`src/rtl/cmp_serial_signed.sv`:
```
// Bit-serial signed comparator: walks operands LSB to MSB, one bit per clock,
// and reports lt/eq/gt with a single-cycle done pulse.
module cmp_serial_signed #(
   parameter int unsigned WIDTH = 8
) (
   input  logic             clk,
   input  logic             rst_n,
   input  logic             start,
   input  logic [WIDTH-1:0] x,
   input  logic [WIDTH-1:0] y,
   output logic             busy,
   output logic             done,
   output logic             lt,
   output logic             eq,
   output logic             gt
);

   localparam int unsigned CNT_W = $clog2(WIDTH);
   localparam logic [CNT_W-1:0] LAST_BIT = CNT_W'(WIDTH - 1);

   typedef enum logic [1:0] {
      IDLE  = 2'd0,
      SHIFT = 2'd1,
      DONE  = 2'd2
   } state_t;

   state_t           state;
   state_t           state_next;
   logic [WIDTH-1:0] xs;
   logic [WIDTH-1:0] ys;
   logic [CNT_W-1:0] cnt;
   logic             f_lt;
   logic             f_gt;
   logic             f_lt_next;
   logic             f_gt_next;
   logic             last_bit;
   logic             accept;

   assign last_bit = (cnt == LAST_BIT);
   assign accept   = (state == IDLE) && start;

   // State register
   always_ff @(posedge clk or negedge rst_n) begin
      if (!rst_n) begin
         state <= IDLE;
      end else begin
         state <= state_next;
      end
   end

   // Next state and running-flag update; the sign bit uses the inverted rule
   always_comb begin
      state_next = state;
      f_lt_next  = f_lt;
      f_gt_next  = f_gt;
      case (state)
         IDLE: begin
            if (start) state_next = SHIFT;
         end
         SHIFT: begin
            if (xs[0] != ys[0]) begin
               if (last_bit) begin
                  f_lt_next = xs[0];
                  f_gt_next = ys[0];
               end else begin
                  f_lt_next = ys[0];
                  f_gt_next = xs[0];
               end
            end
            if (last_bit) state_next = DONE;
         end
         DONE: begin
            state_next = IDLE;
         end
         default: begin
            state_next = IDLE;
         end
      endcase
   end

   // Operand shift registers, bit counter and running flags
   always_ff @(posedge clk or negedge rst_n) begin
      if (!rst_n) begin
         xs   <= '0;
         ys   <= '0;
         cnt  <= '0;
         f_lt <= 1'b0;
         f_gt <= 1'b0;
      end else if (accept) begin
         xs   <= x;
         ys   <= y;
         cnt  <= '0;
         f_lt <= 1'b0;
         f_gt <= 1'b0;
      end else if (state == SHIFT) begin
         xs   <= {1'b0, xs[WIDTH-1:1]};
         ys   <= {1'b0, ys[WIDTH-1:1]};
         f_lt <= f_lt_next;
         f_gt <= f_gt_next;
         if (!last_bit) cnt <= cnt + CNT_W'(1);
      end
   end

   // Registered status and results; results only move on DONE entry
   always_ff @(posedge clk or negedge rst_n) begin
      if (!rst_n) begin
         busy <= 1'b0;
         done <= 1'b0;
         lt   <= 1'b0;
         eq   <= 1'b0;
         gt   <= 1'b0;
      end else begin
         busy <= (state_next != IDLE);
         done <= (state_next == DONE);
         if ((state == SHIFT) && last_bit) begin
            lt <= f_lt_next;
            gt <= f_gt_next;
            eq <= ~(f_lt_next | f_gt_next);
         end
      end
   end

endmodule
```
`config.mk`:
```
export PLATFORM = sky130hd
export DESIGN_NAME = cmp_serial_signed
export DESIGN_NICKNAME = d
export VERILOG_FILES = /design/src/rtl/cmp_serial_signed.sv
export SDC_FILE = /design/constraint.sdc
export NUM_CORES = 1
export LEC_CHECK = 0
export ABC_AREA = 1
export CAP_MARGIN = 20
export CORE_ASPECT_RATIO = 0.8
export CORE_MARGIN = 1.5
export CORE_UTILIZATION = 50
export CTS_CLUSTER_SIZE = 25
export DETAILED_ROUTE_END_ITERATION = 6
export PLACE_DENSITY = 0.76
export SLEW_MARGIN = 30
export SYNTH_ARGS = -nofsm -noshare
export SYNTH_HDL_FRONTEND = slang
export SYNTH_SLANG_ARGS = --single-unit
```
`constraint.sdc`:
```
create_clock -name clk -period 1.74 [get_ports clk]
set_input_delay 0.348 -clock clk [delete_from_list [all_inputs] [get_ports clk]]
set_output_delay 0.348 -clock clk [all_outputs]
set_load 0.05 [all_outputs]
```
==> impl.org <==
** Clocking
- The number of setup buffers added after CTS is 0.
- TritonCTS Sinks :: 28
- Number of clock buffers inserted by TritonCTS :: 3
- Clock-pin slew reported for the worst setup and hold paths after clock tree synthesis :: 0.14 ns
- Root Buffer Master :: clkbuf_4
- CTS built an H-tree with a depth of 1.
- The number of gates resized after CTS was 0.
- Clock tree from TritonCTS :: done
- # hold bufs at CTS :: 0
- Skew-Pair Late Insertion Delay :: 0.33 ns
- Maximum buffer depth of the clock tree :: 2

** Global routing
- The first global-routing pass estimated 3795 µm of wire.
- In the global route stage, met2 resource usage came out at 31.69%.
- For this run the aggregate overflow at the end of global routing stands at 0.
- The initial antenna violation count is 0.
- For this run, global-route usage on met1 was measured as 23.67%.
- Routing layer with the top usage in global route :: met2
- For this run, the total global-route usage over all layers was measured as 18.88%.
- Global routing used 6.216% of the available met3 tracks.
- Number of global-route vias before repair :: 895
- Largest net degree at the start of global routing :: 29

** Power and ir drop
- IR analysis of the VDD net gives a maximum drop of 0.8868 mV.
- Power density over cell area :: 1570 mW/mm²
- LEAKAGE :: 0.7450 nW
- Overall power consumption after layout is estimated at 2.420 mW.

** Worst setup path
- STA classifies the critical path endpoint as a register.
- Cell with the most instances on the worst path :: ha_1
- Critical path start-end classification :: reg2reg
- Traced cell by cell, the critical path runs through ha_1 -> ha_1 -> o21ai_0 -> nand2_1 -> nand3_1 -> o21a_1.
- Of all nets on the critical path, the largest fanout is 5.
- STA classifies the critical path startpoint as a register.
- Data arrives at the worst endpoint at 1.70 ns.
- On the worst path, the slowest cell contributes a delay of 0.42 ns.
- Crit path max-delay cell type :: dfrtp_1
- Worst path required time :: 2.03 ns

** Flow run
- Max-cap violations in this run came to 0.

** Drt
- The first TritonRoute pass finished after 4 iterations.
- Detailed-route wire length :: 2350 µm
- Final antenna-violating net count :: 0
- WL per Instance :: 12.50 µm
- Number of design-rule violations left by the first detailed-router iteration :: 34
- Dividing the detail-routed via count by the number of cells gives 5.138.
- DR vias :: 966
- Number of DRC violations after detailed routing :: 0

** Die
- Area of the core region :: 0.002252 mm²
- DIE WIDTH :: 58.65 µm
- The initialized floorplan defines 15 standard-cell rows.
- In this run the count of I/O pins placed on the die edge is 24.
- Once the floorplan was initialized, standard cells occupied 55.00% of the core.
- The floorplan step defined a die boundary enclosing 0.002787 mm².
- From bottom edge to top edge, the die measures 47.52 µm.

** Timing
- Post-Route Hold Slack :: 0.3678 ns
- Clk_skew :: 0.002767 ns
- Fmax :: 704.8 MHz
- Setup violations remaining at the end of the flow were counted as 0.
- RSZ-0062 raised after global routing :: no
- In the finished design, the share of the clock period the worst path needs comes to 81.54%.
- At the pin with the least slew margin, the transition time is 0.3555 ns.
- Rel. slew slack :: 76.30%
- Hold violation count in the final report :: 0
- The worst path in the final design needs a cycle of 1.419 ns, including I/O delays and setup.
- In the final timing run, aggregate negative setup slack is 0 ns.
- The max-slew violation total from the final report came to 0.

** Place
- Port buffering added 23 buffers.
- The congestion estimate from routability-driven global placement came to 0.7474.
- HPWL after detailed placement :: 1774 µm
- Instance count after placement with tap cells included :: 184

** Synthesis
- When the netlist entered floorplanning its net count stood at 157.
- Fraction of the yosys area taken by sequential cells :: 56.57%
- Number of cells produced by synthesis :: 135
- Combined area of all synthesized cells :: 0.001239 mm²
- The netlist uses 16 different library cells.
- Mean instance size in the synthesized netlist :: 9.175 µm²
- Warnings from Yosys :: 0
- Number of synthesized register bits :: 28

** Layout
- Filler cell count :: 188
- Ratio of cells with drive above 1 in the final layout :: 9.816%
- The sequential cells in the finished layout cover a total of 700.7 µm².
- Syn-to-layout area delta :: 24.44%
- The repair_antennas step left the layout with diodes totalling 0.
- Multi-input gate area :: 420.4 µm²
- In the final design database the tool counted 186 nets.
- For this run, the number of standard cells in the final layout without fillers is 188.

** Status
- Run status :: finished, final reports clean

** Hold path
- The worst hold path belongs to the class in2async.
layout by cell type, fill, tap and decap left out:
cell,count
or2_2,1
o21bai_1,1
buf_4,11
xor2_1,1
o21a_1,1
inv_1,24
clkdlybuf4s50_1,18
nand3_1,4
ha_1,3
nor2_1,8
clkbuf_4,3
dfrtp_1,28
nand2_1,34
o21ai_0,8
clkbuf_8,1
o221ai_1,12
o211ai_1,2
a21oi_1,3
layout make-up:
cell class / count / area share [%]
Clock buffer: 4 / 2.354
Inverter: 24 / 5.844
Multi-Input combinational cell: 78 / 27.27
Sequential cell: 28 / 45.45
Tap cell: 25 / 2.029
Timing Repair Buffer: 29 / 17.05
worst paths after layout:
path / to / startpoint / cells past startpoint / slack, ns
max in group asynchronous: state[1] / rst_n / 2 / 1.11
min reg2reg: lt / lt / 1 / 0.51
min: xs[6] / rst_n / 2 / 0.37
max: lt / cnt[0] / 6 / 0.32
max reg2reg: lt / cnt[0] / 6 / 0.32
min in group clk: lt / lt / 1 / 0.51
cell usage after synthesis, drive strengths merged:
cell type  count  area (µm²)
nand2         34       127.6
dfrtp         28       700.7
inv           24       90.09
o221ai        12       105.1
nor2           8       30.03
o21ai          8       40.04
buf            5       27.53
nand3          4       20.02
a21oi          3       15.01
ha             3       37.54
o211ai         2       15.01
o21a           1       7.510
o21bai         1       7.510
or2            1       6.260
xor2           1       8.760
worst max-delay path: cells and delay by family, from the launching register on:
| family | cells | cell delay (ns) |
|---|---|---|
| fa+ha+maj | 2 | 0.46 |
| simple gates | 2 | 0.19 |
| flops | 1 | 0.42 |
| compound gates | 2 | 0.30 |
metrics by stage:
step	util [%]	instance area, µm²	worst slack (ns)
after global routing	68.44	1541	0.1353
final	68.44	1541	0.3212
after floorplan	-	1239	0.4390
after CTS	68.44	1541	0.2929
after detailed placement	66.83	1505	0.1277
after global placement	66.83	1505	0.2384
sequential cells by signal (all words and copies together) (netlist names):
register  count
xs            8
ys            8
cnt           3
state         2
busy          1
done          1
eq            1
f_gt          1
f_lt          1
gt            1
lt            1
power by group:
group / leakage (nW) / switching (mW) / internal, mW
logic: 0.369 / 0.679 / 0.421
registers: 0.355 / 0.102 / 0.902
clock network: 0.0210 / 0.187 / 0.128
per-layer routing:
| metal | up-vias | part of all wire (%) |
|---|---|---|
| met5 | - | 0 |
| met4 | 0 | 0.51 |
| li1 | 497 | - |
| met1 | 452 | 48 |
| met3 | 2 | 3.7 |
| met2 | 15 | 48 |
logic make-up (layout without fill, tap and decap cells):
group           Yosys count  after routing  synth area share (%)
xor+xnor                  1              1                0.7072
simple gates             47             47                 14.85
fa+ha+maj                 3              3                 3.031
buf+inv                  29             57                 9.496
flops                    28             28                 56.57
compound gates           27             27                 15.35
(Power assumes the default switching activity.)
